==> src/rtl/rv32i_pkg.sv <==
// Shared RV32I types: decoded control bundle, ALU/writeback selectors, widths.
package rv32i_pkg;

    localparam int XLEN   = 32;
    localparam int REG_AW = 5;
    localparam int CTRL_W = 12;

    typedef enum logic [3:0] {
        ALU_ADD  = 4'd0,
        ALU_SUB  = 4'd1,
        ALU_SLL  = 4'd2,
        ALU_SLT  = 4'd3,
        ALU_SLTU = 4'd4,
        ALU_XOR  = 4'd5,
        ALU_SRL  = 4'd6,
        ALU_SRA  = 4'd7,
        ALU_OR   = 4'd8,
        ALU_AND  = 4'd9,
        ALU_PASS = 4'd10
    } alu_op_e;

    typedef enum logic [1:0] {
        WB_ALU = 2'd0,
        WB_MEM = 2'd1,
        WB_PC4 = 2'd2,
        WB_IMM = 2'd3
    } wb_sel_e;

    // MSB-first: alu_op[11:8] alu_src[7] mem_read[6] mem_write[5] reg_write[4] wb_sel[3:2] branch[1] jump[0]
    typedef struct packed {
        alu_op_e alu_op;
        logic    alu_src;
        logic    mem_read;
        logic    mem_write;
        logic    reg_write;
        wb_sel_e wb_sel;
        logic    branch;
        logic    jump;
    } ctrl_t;

    localparam ctrl_t CTRL_NOP = '0;

endpackage

==> src/rtl/operand_fwd.sv <==
// Per-source operand select: x0 guard, then EX > MEM > WB forwarding, else register file data.
module operand_fwd
    import rv32i_pkg::*;
#(
    parameter int DataWidth    = XLEN,
    parameter int AddrRegWidth = REG_AW
) (
    input  logic [AddrRegWidth-1:0] idx,
    input  logic                    ex_en,
    input  logic [AddrRegWidth-1:0] ex_rd,
    input  logic [DataWidth-1:0]    ex_data,
    input  logic                    mem_en,
    input  logic [AddrRegWidth-1:0] mem_rd,
    input  logic [DataWidth-1:0]    mem_data,
    input  logic                    wb_en,
    input  logic [AddrRegWidth-1:0] wb_rd,
    input  logic [DataWidth-1:0]    wb_data,
    input  logic [DataWidth-1:0]    rdata,
    output logic [DataWidth-1:0]    value
);

    always_comb begin
        value = rdata;
        if (idx == '0) begin
            value = '0;
        end else if (ex_en && (ex_rd == idx)) begin
            value = ex_data;
        end else if (mem_en && (mem_rd == idx)) begin
            value = mem_data;
        end else if (wb_en && (wb_rd == idx)) begin
            value = wb_data;
        end
    end

endmodule

==> src/rtl/id_ex_stage.sv <==
// ID->EX pipeline register with operand forwarding, load-use stall detection,
// flush/hazard bubbles and global freeze.
module id_ex_stage
    import rv32i_pkg::*;
#(
    parameter int DataWidth    = 32,
    parameter int AddrRegWidth = 5,
    parameter int CtrlWidth    = 12
) (
    input  logic                    clk,
    input  logic                    rst,
    input  logic                    id_valid,
    input  logic [DataWidth-1:0]    id_pc,
    input  logic [AddrRegWidth-1:0] id_rs1,
    input  logic [AddrRegWidth-1:0] id_rs2,
    input  logic [AddrRegWidth-1:0] id_rd,
    input  logic [DataWidth-1:0]    id_imm,
    input  logic [CtrlWidth-1:0]    id_ctrl,
    input  logic [DataWidth-1:0]    id_rdata1,
    input  logic [DataWidth-1:0]    id_rdata2,
    input  logic [DataWidth-1:0]    ex_fwd_data,
    input  logic [AddrRegWidth-1:0] mem_rd,
    input  logic [AddrRegWidth-1:0] wb_rd,
    input  logic                    mem_reg_write,
    input  logic                    wb_reg_write,
    input  logic [DataWidth-1:0]    mem_fwd_data,
    input  logic [DataWidth-1:0]    wb_fwd_data,
    input  logic                    stall_in,
    input  logic                    flush,
    output logic                    id_stall,
    output logic                    ex_valid,
    output logic [DataWidth-1:0]    ex_pc,
    output logic [DataWidth-1:0]    ex_imm,
    output logic [DataWidth-1:0]    ex_rs1_val,
    output logic [DataWidth-1:0]    ex_rs2_val,
    output logic [AddrRegWidth-1:0] ex_rd,
    output logic [CtrlWidth-1:0]    ex_ctrl
);

    logic                    ex_valid_reg;
    logic [DataWidth-1:0]    ex_pc_reg;
    logic [DataWidth-1:0]    ex_imm_reg;
    logic [DataWidth-1:0]    ex_rs1_reg;
    logic [DataWidth-1:0]    ex_rs2_reg;
    logic [AddrRegWidth-1:0] ex_rd_reg;
    ctrl_t                   ex_ctrl_reg;

    ctrl_t id_ctrl_s;
    logic  hazard;
    logic  ex_fwd_en;

    logic [AddrRegWidth-1:0] src_idx   [2];
    logic [DataWidth-1:0]    src_rdata [2];
    logic [DataWidth-1:0]    src_value [2];

    assign id_ctrl_s = ctrl_t'(id_ctrl);

    // A load in EX has no data yet: it cannot forward and forces a stall on use.
    assign ex_fwd_en = ex_valid_reg & ex_ctrl_reg.reg_write & ~ex_ctrl_reg.mem_read;
    assign hazard    = ex_valid_reg & ex_ctrl_reg.mem_read & (ex_rd_reg != '0) & id_valid
                     & ((ex_rd_reg == id_rs1) | (ex_rd_reg == id_rs2));
    assign id_stall  = hazard & ~flush & ~stall_in;

    assign src_idx[0]   = id_rs1;
    assign src_idx[1]   = id_rs2;
    assign src_rdata[0] = id_rdata1;
    assign src_rdata[1] = id_rdata2;

    generate
        for (genvar gi = 0; gi < 2; gi++) begin : g_fwd
            operand_fwd #(
                .DataWidth    (DataWidth),
                .AddrRegWidth (AddrRegWidth)
            ) u_operand_fwd (
                .idx      (src_idx[gi]),
                .ex_en    (ex_fwd_en),
                .ex_rd    (ex_rd_reg),
                .ex_data  (ex_fwd_data),
                .mem_en   (mem_reg_write),
                .mem_rd   (mem_rd),
                .mem_data (mem_fwd_data),
                .wb_en    (wb_reg_write),
                .wb_rd    (wb_rd),
                .wb_data  (wb_fwd_data),
                .rdata    (src_rdata[gi]),
                .value    (src_value[gi])
            );
        end
    endgenerate

    always_ff @(posedge clk) begin
        if (rst || (!stall_in && (flush || hazard))) begin
            ex_valid_reg <= 1'b0;
            ex_pc_reg    <= '0;
            ex_imm_reg   <= '0;
            ex_rs1_reg   <= '0;
            ex_rs2_reg   <= '0;
            ex_rd_reg    <= '0;
            ex_ctrl_reg  <= CTRL_NOP;
        end else if (!stall_in) begin
            ex_valid_reg <= id_valid;
            ex_pc_reg    <= id_pc;
            ex_imm_reg   <= id_imm;
            ex_rs1_reg   <= src_value[0];
            ex_rs2_reg   <= src_value[1];
            ex_rd_reg    <= id_rd;
            ex_ctrl_reg  <= id_valid ? id_ctrl_s : CTRL_NOP;
        end
    end

    assign ex_valid   = ex_valid_reg;
    assign ex_pc      = ex_pc_reg;
    assign ex_imm     = ex_imm_reg;
    assign ex_rs1_val = ex_rs1_reg;
    assign ex_rs2_val = ex_rs2_reg;
    assign ex_rd      = ex_rd_reg;
    assign ex_ctrl    = ex_ctrl_reg;

endmodule

==> config.mk <==
export PLATFORM = sky130hd
export DESIGN_NAME = id_ex_stage
export DESIGN_NICKNAME = d
export VERILOG_FILES = /design/src/rtl/rv32i_pkg.sv /design/src/rtl/operand_fwd.sv /design/src/rtl/id_ex_stage.sv
export SDC_FILE = /design/constraint.sdc
export NUM_CORES = 1
export LEC_CHECK = 0
export ABC_AREA = 1
export BUFFER_PORTS_ARGS = -buffer_cell sky130_fd_sc_hd__buf_4
export CAP_MARGIN = 10
export CORE_MARGIN = 4
export CORE_UTILIZATION = 30
export DETAILED_ROUTE_END_ITERATION = 8
export GPL_TIMING_DRIVEN = 0
export SYNTH_ARGS = -nofsm -noshare
export SYNTH_HDL_FRONTEND = slang
export SYNTH_SLANG_ARGS = --single-unit
==> constraint.sdc <==
create_clock -name clk -period 1.7 [get_ports clk]
set_input_delay 0.255 -clock clk [delete_from_list [all_inputs] [get_ports clk]]
set_output_delay 0.255 -clock clk [all_outputs]
set_load 0.02 [all_outputs]
==> key figures, run 1 <==
Worst hold path
  – Number of cells on the worst hold path: 3
  – Hold Path End: ex_imm[10]
  – Hold Path Class: in -> reg
  – Worst min-delay path startpoint: id_imm[10]

Floorplanning
  – IO Count: 415
  – Std-Cell Rows: 62
  – Die boundary height: 181 um
  – Starting density of the core: 0.308
  – Die W: 181 um
  – Core box area: 29000 sq um
  – Die area: 32600 sq um

Cells and area
  – Post-route standard cell area excluding fillers: 14800 sq um
  – Core utilization of the finished layout: 0.510
  – Antenna cell count: 0
  – Growth of design area from synthesis to finish: 65.5%
  – Share of post-route cells with drive strength above 1: 0.369
  – Filler Cells Inserted: 3084
  – Final instance count without filler cells: 2456
  – Most common cell after layout, fill and taps aside: sky130_fd_sc_hd__nand2_1
  – Layout Nets: 2327
  – Commonest non-fill, non-tap cells in the layout: sky130_fd_sc_hd__nand2_1 (473), sky130_fd_sc_hd__buf_4 (425), sky130_fd_sc_hd__inv_1 (239)

Yosys
  – Synth Cell Area: 8930 sq um
  – Largest family of logic cells by synthesized area: simple AND/OR/NAND/NOR gates
  – Number of standard cells after synthesis: 1585
  – Mux cell area share after synthesis: 0
  – Synthesized-area fraction occupied by and/or/nand/nor cells: 0.420
  – Fraction of the mapped netlist area in adder cells: 0
  – Number of distinct library cells after synthesis: 20
  – Synthesized-area fraction occupied by ao, oa, aoi and oai cells: 0.0894
  – Yosys Warn Count: 0
  – Proportion of synthesized chip area in sequential cells: 0.327
  – Synthesized area per cell: 5.64 sq um
  – XOR/XNOR Fraction of Synth Area: 0.00196
  – Syn_nets: 1853
  – Register bit total from synthesis: 146

Placed design
  – Port-buffer cells: 413
  – Area post-placement: 12500 sq um
  – Cells after DPL: 2382
  – Half-perimeter wire length after placement: 33400 um
  – Setup WS pre-CTS: -642 ps
  – Final Wtd Congestion: 0.916

Clock tree
  – Sink Count: 146
  – Worst-case clock buffer depth: 2
  – H-tree levels: 4
  – Clock slew seen by the registers of the worst setup and hold paths: 90 ps
  – Clock root buffer: sky130_fd_sc_hd__clkbuf_16
  – Clock buffers created by TritonCTS: 17
  – Worst skew pair latency: 430 ps
  – TritonCTS clock tree: yes

Route
  – TritonRoute pass-1 iters: 6
  – Final Routed Wirelength: 43700 um
  – Post-route ant nets: 0
  – Via count: 11587
  – Routed via count divided by cell count: 4.72
  – Number of DRC violations after detailed-routing iteration 0: 595
  – Avg WL per Cell: 17.8 um
  – Post-route DRC: 0

Global route
  – Antenna violations before repair: 1
  – Maximum number of pins on one net before global-route repair: 17
  – Aggregate global routing overflow: 0
  – First-pass GRT wire length: 63200 um
  – Via count of the first global-routing pass: 11314
  – Overall Global Routing Usage: 0.245

Timing
  – Post-layout min period: 1940 ps
  – Max frequency: 516 MHz
  – Setup_tns: -19700 ps
  – Count of pins over their slew limit: 0
  – Pin slew with the least headroom to its limit: 689 ps
  – Worst max-slew margin expressed relative to the limit: 0.539
  – Setup violators final: 147
  – Number of hold violations in the final report: 0
  – Unrepaired setup endpoints after global routing: true
  – Final Worst Setup Slack: -239 ps
  – Fin Clk Skew: 23.9 ps
  – Final period utilization: 1.14

Status
  – Failing checks: setup timing
  – Run status: finished with violations

Run
  – Maxcap violations: 0

Setup path
  – Slowest stage delay, CP: 390 ps
  – Highest net fanout along the worst path: 5
  – Critical path class: reg -> out
  – Most Frequent Cell on Critical Path: sky130_fd_sc_hd__nand2_2
  – Reg-to-Reg Start: ex_rd[0]
  – Critical-path cell with the highest stage delay: sky130_fd_sc_hd__dfxtp_4
  – Critical-path cell list: inv_4 -> nand2_2 -> nand2_2 -> nor2_4 -> nand3_2 -> nand2_2 -> nand2_2 -> nor3_2 -> buf_4
  – Arrival time worst endpoint: 1680 ps
  – Number of cells traversed by the worst register-to-register path: 15
  – Endpoint class of the critical path: primary output
  – Sum of buffers and inverters on the critical path: 2
  – R2R Path End: ex_rs2_val[24]
  – Required time reported for the critical path endpoint: 1440 ps
  – Top delay family on crit path: simple AND/OR/NAND/NOR gates
  – R2R Setup Slk: -210 ps
  – Sort of element at the start of the critical path: flop

Pwr
  – Static leakage: 7.84 nW
  – Worst-case vdd ir drop: 0.424 mV
  – Cell area power density: 689 nW/um^2
[per-layer routing]
metal | track usage | wire, um
met1 | 0.289 | 17600
met4 | 0.0762 | 1100
met5 | 0 | 20
met2 | 0.434 | 21800
met3 | 0.0634 | 3170
[metrics by stage]
| stage | total power, W | hold WS [ps] |
|---|---|---|
| after global routing | 0.0106 | 60.0 |
| after detailed placement | 0.00602 | 453 |
| after CTS | 0.00995 | 53.9 |
| after floorplan | 0.00484 | 397 |
| final | 0.0102 | 63.2 |
| after global placement | 0.00601 | 448 |
[power by group]
| group | internal, W | switching (W) | total [W] |
|---|---|---|---|
| logic | 0.00119 | 0.00147 | 0.00266 |
| clock network | 0.00196 | 0.00188 | 0.00384 |
| registers | 0.00359 | 0.000111 | 0.00370 |
| total | 0.00674 | 0.00346 | 0.0102 |
[Yosys cell counts, drive strengths merged]
cell type  instances  area [sq um]
nand2            544          2040
o21bai             1          7.51
nor2             175           662
buf               39           245
nor3               1          5.00
nand4              3          18.8
dfxtp            146          2920
o21ai              7          35.0
nand3            202          1020
a21oi            133           666
inv              264           991
xnor2              2          17.5
a22oi             12          90.1
clkbuf            56           210
[worst register-to-register path, delay by kind of cell (launching register included)]
kind            cells  cell delay, ps
compound gates      1              40
buf+inv             5             600
flops               1             390
simple gates        9             740
[cell type report]
class | count | area, sq um | share of cell area
Buffer | 92 | 653 | 0.0442
Inverter | 264 | 1000 | 0.0679
Clock inverter | 14 | 141 | 0.00956
Sequential cell | 146 | 2940 | 0.199
Tap cell | 384 | 480 | 0.0325
Clock buffer | 18 | 429 | 0.0290
Multi-Input combinational cell | 1080 | 5340 | 0.361
Timing Repair Buffer | 458 | 3800 | 0.257
[worst max path at each step]
stage | to | depth (start not counted) | from
3_5_place_dp | ex_rs2_val[27] | 5 | stall_in
3_3_place_gp | ex_rs1_val[0] | 5 | stall_in
5_1_grt | id_stall | 9 | ex_rd[0]
4_1_cts | id_stall | 9 | ex_rd[1]
2_1_floorplan | ex_rs1_val[10] | 13 | ex_rd[4]
6_report | id_stall | 9 | ex_rd[0]
[kinds of logic (layout without fill, tap and decap cells)]
group | count (synthesis) | after routing
flops | 146 | 146
buf+inv | 359 | 846
simple gates | 925 | 925
xor+xnor | 2 | 2
compound gates | 153 | 153
[repair_timing]
action | CTS | global route
hold buffers | 0 | 0
buffers inserted | 24 | 9
gates cloned | 4 | 15
resized for setup | 98 | 260
endpoints found under the setup margin | 147 | 147
pin swaps | 19 | 86
(Power assumes the default switching activity.)
==> inputs of run 2 (changes only) <==
Settings changed: PLACE_DENSITY set to 0.67.
==> key figures, run 2 (same netlist as run 1, synthesis figures left out) <==
Worst hold path
  – Hold Path Class: in -> reg
  – Worst min-delay path startpoint: id_pc[13]

Floorplanning
  – Die W: 181 um
  – Die area: 32600 sq um
  – Die boundary height: 181 um
  – Starting density of the core: 0.308
  – Core box area: 29000 sq um
  – IO Count: 415
  – Std-Cell Rows: 62

Setup path
  – Required time reported for the critical path endpoint: 2060 ps
  – Highest net fanout along the worst path: 5
  – Endpoint class of the critical path: flop
  – Critical Path Start: ex_rd[0]
  – Critical path class: reg -> reg
  – Top delay family on crit path: simple AND/OR/NAND/NOR gates
  – Critical-path cell list: nand2_2 -> inv_2 -> nor2_4 -> nor2_4 -> nand3_2 -> buf_4 -> buf_6 -> nor2_4 -> buf_12 -> clkbuf_16 -> nor2_1 -> nand2_1 -> nand2_1 -> a21oi_2
  – Critical-path cell with the highest stage delay: sky130_fd_sc_hd__dfxtp_4
  – Most Frequent Cell on Critical Path: sky130_fd_sc_hd__nor2_4
  – Sort of element at the start of the critical path: flop
  – Slowest stage delay, CP: 410 ps
  – Arrival time worst endpoint: 2300 ps
  – Sum of buffers and inverters on the critical path: 5
  – Reg-to-Reg Start: ex_rd[0]

Timing
  – Count of pins over their slew limit: 0
  – Fin Clk Skew: 17.0 ps
  – Worst max-slew margin expressed relative to the limit: 0.471
  – Final period utilization: 1.14
  – Pin slew with the least headroom to its limit: 794 ps
  – Unrepaired setup endpoints after global routing: true
  – Number of hold violations in the final report: 0
  – Max frequency: 516 MHz
  – Final Worst Setup Slack: -238 ps
  – Setup_tns: -13010 ps
  – Setup violators final: 134
  – Post-layout min period: 1940 ps

Cells and area
  – Most common cell after layout, fill and taps aside: sky130_fd_sc_hd__nand2_1
  – Share of post-route cells with drive strength above 1: 0.372
  – Layout Nets: 2340
  – Filler Cells Inserted: 2963
  – Growth of design area from synthesis to finish: 69.8%
  – Commonest non-fill, non-tap cells in the layout: sky130_fd_sc_hd__nand2_1 (497), sky130_fd_sc_hd__buf_4 (424), sky130_fd_sc_hd__inv_1 (251)
  – Antenna cell count: 0

Status
  – Run status: finished with violations
  – Failing checks: setup timing

Global route
  – Aggregate global routing overflow: 0
  – First-pass GRT wire length: 63500 um
  – Via count of the first global-routing pass: 11573
  – Maximum number of pins on one net before global-route repair: 17
  – Antenna violations before repair: 0
  – Overall Global Routing Usage: 0.245

Route
  – Avg WL per Cell: 17.8 um
  – Final Routed Wirelength: 43900 um
  – TritonRoute pass-1 iters: 5
  – Post-route ant nets: 0
  – Routed via count divided by cell count: 4.75
  – Via count: 11716
  – Number of DRC violations after detailed-routing iteration 0: 710
  – Post-route DRC: 0

Clock tree
  – Clock slew seen by the registers of the worst setup and hold paths: 80 ps
  – Worst-case clock buffer depth: 2
  – TritonCTS clock tree: yes
  – Count of hold-fix buffers inserted at cts: 0
  – H-tree levels: 4
  – Worst skew pair latency: 420 ps
  – Sink Count: 146
  – Clock buffers created by TritonCTS: 17
  – Clock root buffer: sky130_fd_sc_hd__clkbuf_16

Placed design
  – Port-buffer cells: 413
  – Half-perimeter wire length after placement: 33400 um
  – Setup WS pre-CTS: -668 ps
  – Final Wtd Congestion: 0.943

Pwr
  – Cell area power density: 695 nW/um^2
  – Power after layout: 0.0105 W
  – Worst-case vdd ir drop: 0.583 mV
  – Static leakage: 7.97 nW

Run
  – Maxcap violations: 0
[run 2: cell types whose count changed in the layout (fill, tap and decap cells not counted), sizes merged]
cell      change
clkinvlp      -1
bufinv        +2
buf          +13
clkinv        -2
inv           +1
[run 2: worst paths after layout]
check        slack, ps  depth (start not counted)            end
max reg2reg       -240                         14  ex_rs1_val[6]
min reg2reg        470                          2  ex_rs1_val[8]
min                 80                          3      ex_pc[13]
max               -240                         14  ex_rs1_val[6]
[run 2: worst reg2reg max path, delay by kind of cell (launching register included)]
kind	cells	cell delay, ps
AOI/OAI and AO/OA	1	120
and+or+nand+nor	8	720
DFF	1	410
buffers and inverters	5	620
[run 2: through the flow]
step                      cell area, sq um  hold WS (ps)  instances  utilization
after floorplan                       8940           397       1585            -
after global placement               12500           453       2382        0.432
after detailed placement             12500           458       2382        0.432
after CTS                            14000          58.4       2446        0.482
after global routing                 15200          70.7       2469        0.523
final                                15200          80.9       2469        0.523
[run 2: cell type report]
| type | count | area (sq um) | share of cell area |
|---|---|---|---|
| Buffer | 92 | 657 | 0.0433 |
| Clock buffer | 18 | 429 | 0.0283 |
| Clock inverter | 14 | 185 | 0.0122 |
| Inverter | 264 | 1000 | 0.0662 |
| Multi-Input combinational cell | 1080 | 5370 | 0.354 |
| Sequential cell | 146 | 2940 | 0.194 |
| Tap cell | 384 | 480 | 0.0317 |
| Timing Repair Buffer | 471 | 4100 | 0.270 |
[run 2: timing repair]
| item | CTS | global route |
|---|---|---|
| pin swaps | 16 | 44 |
| gates cloned | 13 | 13 |
| setup buffers | 19 | 14 |
| resized for setup | 123 | 239 |
| endpoints found under the setup margin | 147 | 147 |
[run 2: layer usage]
layer  global-route usage  share of wire  wire length [um]
met1                0.281           0.39             17100
met3               0.0690          0.083              3660
met2                0.453           0.51             22200
met4               0.0551          0.021               925
met5                    0              0                 0
[run 2: power breakdown]
part,leakage [nW],switching (W),internal (W)
Combinational,6.46,0.00151,0.00126
Sequential,1.20,0.000118,0.00359
Clock,0.302,0.00180,0.00226
Total,7.97,0.00343,0.00711
==> inputs of run 3 (changes only) <==
Settings changed: ABC_AREA 1 to not set, CELL_PAD_IN_SITES_DETAIL_PLACEMENT set to 1, CELL_PAD_IN_SITES_GLOBAL_PLACEMENT set to 1, PLACE_DENSITY 0.67 to 0.88.
==> key figures, run 3 <==
Setup path
  – Top delay family on crit path: buffers and inverters
  – Sort of element at the start of the critical path: flop
  – Highest net fanout along the worst path: 6
  – Slowest stage delay, CP: 360 ps
  – Endpoint class of the critical path: flop
  – Most Frequent Cell on Critical Path: sky130_fd_sc_hd__buf_12
  – Critical-path cell list: xor2_1 -> nor3_2 -> a22oi_2 -> a211o_1 -> buf_6 -> a21oi_4 -> buf_12 -> buf_12 -> buf_12 -> buf_16 -> a21oi_1
  – Arrival time worst endpoint: 2490 ps
  – Required time reported for the critical path endpoint: 2000 ps
  – Sum of buffers and inverters on the critical path: 5
  – Critical path class: reg -> reg
  – Critical-path cell with the highest stage delay: sky130_fd_sc_hd__dfxtp_2

Route
  – Metal1 wirelength: 14800 um
  – Avg WL per Cell: 24.1 um
  – Routed via count divided by cell count: 5.36
  – Number of DRC violations after detailed-routing iteration 0: 493
  – Via count: 8543
  – Final Routed Wirelength: 38400 um
  – Top routing layer in use: met4
  – TritonRoute pass-1 iters: 5
  – Post-route DRC: 0
  – Met2 Wirelength: 19300 um
  – Post-route ant nets: 0
  – Met3 WL: 3290 um

Yosys
  – Cell type with the highest aggregate area in the netlist: sky130_fd_sc_hd__dfxtp_1
  – Number of standard cells after synthesis: 802
  – Most used flip-flop cell after synthesis: sky130_fd_sc_hd__dfxtp_1
  – Number of flops mapped to enable cells by yosys: 0
  – Portion of synthesized cell area occupied by the leading cell type: 0.390
  – Number of distinct library cells after synthesis: 27
  – Synthesized area per cell: 9.34 sq um
  – Register bit total from synthesis: 146
  – Syn_nets: 1070
  – Proportion of synthesized chip area in sequential cells: 0.390
  – Yosys Warn Count: 0
  – Share of synthesized flip-flops with an asynchronous set or reset: 0
  – Count leader, synth: sky130_fd_sc_hd__dfxtp_1
  – Synth cell count leaders: sky130_fd_sc_hd__dfxtp_1 (146), sky130_fd_sc_hd__a21oi_1 (130), sky130_fd_sc_hd__nor2_1 (88)
  – Largest cells by area after synthesis: sky130_fd_sc_hd__dfxtp_1 (39%), sky130_fd_sc_hd__mux2i_1 (9.2%), sky130_fd_sc_hd__a21oi_1 (8.7%)
  – Synth Cell Area: 7490 sq um

Clock tree
  – Clock root buffer: sky130_fd_sc_hd__clkbuf_16
  – Worst skew pair latency: 420 ps
  – Clock slew seen by the registers of the worst setup and hold paths: 70 ps
  – TritonCTS clock tree: yes
  – Worst-case clock buffer depth: 2
  – H-tree levels: 4
  – Clock buffers created by TritonCTS: 17
  – Sink Count: 146

Status
  – Run status: finished with violations
  – Failing checks: setup timing

Global route
  – Aggregate global routing overflow: 0
  – First-pass GRT wire length: 54800 um
  – Overall Global Routing Usage: 0.252
  – Antenna violations before repair: 0
  – Maximum number of pins on one net before global-route repair: 17
  – Via count of the first global-routing pass: 9019

Placed design
  – Port-buffer cells: 413
  – Final Wtd Congestion: 0.881
  – Half-perimeter wire length after placement: 28100 um

Timing
  – Final Worst Setup Slack: -493 ps
  – Max frequency: 456 MHz
  – Worst hold-check slack: 66.5 ps
  – Setup violators final: 147
  – Count of pins over their slew limit: 0
  – Number of hold violations in the final report: 0
  – Fin Clk Skew: 14.9 ps
  – Worst max-slew margin expressed relative to the limit: 0.447
  – Post-layout min period: 2190 ps
  – Setup_tns: -60050 ps
  – Unrepaired setup endpoints after global routing: true
  – Pin slew with the least headroom to its limit: 830 ps
  – Final period utilization: 1.29

Worst hold path
  – Hold Path Class: in -> reg

Pwr
  – Cell area power density: 820 nW/um^2
  – Static leakage: 5.50 nW
  – Worst-case vdd ir drop: 0.508 mV

Floorplanning
  – Std-Cell Rows: 57
  – Die area: 27500 sq um
  – Core box area: 24500 sq um
  – IO Count: 415
  – Starting density of the core: 0.306
  – Die W: 166 um
  – Die boundary height: 166 um

Cells and area
  – Layout Nets: 1525
  – Antenna cell count: 0
  – Growth of design area from synthesis to finish: 65.4%
  – Most common cell after layout, fill and taps aside: sky130_fd_sc_hd__buf_4
  – Share of post-route cells with drive strength above 1: 0.439
  – Commonest non-fill, non-tap cells in the layout: sky130_fd_sc_hd__buf_4 (419), sky130_fd_sc_hd__dfxtp_1 (141), sky130_fd_sc_hd__a21oi_1 (129)
  – Core utilization of the finished layout: 0.506

Run
  – Maxcap violations: 0
## run 3: worst reg2reg max path: stages, from the launching register on
cell and delay [ps]:
sky130_fd_sc_hd__dfxtp_2 360, sky130_fd_sc_hd__xor2_1 180, sky130_fd_sc_hd__nor3_2 250, sky130_fd_sc_hd__a22oi_2 130, sky130_fd_sc_hd__a211o_1 300, sky130_fd_sc_hd__buf_6 140
sky130_fd_sc_hd__a21oi_4 130, sky130_fd_sc_hd__buf_12 170, sky130_fd_sc_hd__buf_12 160, sky130_fd_sc_hd__buf_12 120, sky130_fd_sc_hd__buf_16 100, sky130_fd_sc_hd__a21oi_1 40
## run 3: cells by family (layout without fill, tap and decap cells)
kind of cell,count (synthesis),after routing,synth area share
flops,146,146,0.390
simple gates,142,142,0.0894
buf+inv,77,545,0.0535
xor+xnor,30,30,0.0351
mux,133,133,0.189
compound gates,274,274,0.243
## run 3: per-stage QoR
| stage | std cells | instance area [sq um] | total power, W | setup WS [ps] |
|---|---|---|---|---|
| 6_report | 1594 | 12400 | 0.0102 | -493 |
| 5_1_grt | 1594 | 12400 | 0.0106 | -574 |
| 4_1_cts | 1582 | 12000 | 0.0101 | -453 |
| 3_5_place_dp | 1539 | 11000 | 0.00602 | -847 |
| 3_3_place_gp | 1539 | 11000 | 0.00595 | -793 |
| 2_1_floorplan | 802 | 7530 | 0.00483 | -24.5 |
## run 3: layout make-up
| cell class | count | area [sq um] |
|---|---|---|
| multi-input combinational | 579 | 4240 |
| tap | 324 | 405 |
| timing repair buffer | 437 | 3640 |
| sequential | 146 | 2930 |
| fill | 2813 | 12100 |
| clock inverter | 13 | 139 |
| buffer | 76 | 582 |
| clock buffer | 19 | 453 |
## run 3: worst paths after layout
path              slack [ps]        from  cells past startpoint             end
setup / recovery        -490    ex_rd[2]                     11  ex_rs1_val[26]
hold / removal            70  id_imm[21]                      3      ex_imm[21]
setup reg to reg        -490    ex_rd[2]                     11  ex_rs1_val[26]
hold reg to reg          500    ex_pc[3]                      2        ex_pc[3]
## run 3: per-layer routing
metal	vias to the layer above	global-route usage
li1	3924	-
met1	4152	0.287
met2	408	0.443
met3	59	0.0871
met4	0	0.0814
met5	-	0
## run 3: power breakdown
group / total [W] / internal [W] / switching, W
sequential: 0.00377 / 0.00363 / 0.000139
combinational: 0.00249 / 0.00129 / 0.00121
clock: 0.00389 / 0.00215 / 0.00174
total: 0.0102 / 0.00707 / 0.00309
## run 3: timing repair
action,4_1_cts,5_1_grt
setup buffers,7,1
gates cloned,4,13
hold endpoints to repair,0,0
setup endpoints to repair,147,147
hold buffers,0,0
resized for setup,62,14
pin swaps,2,1
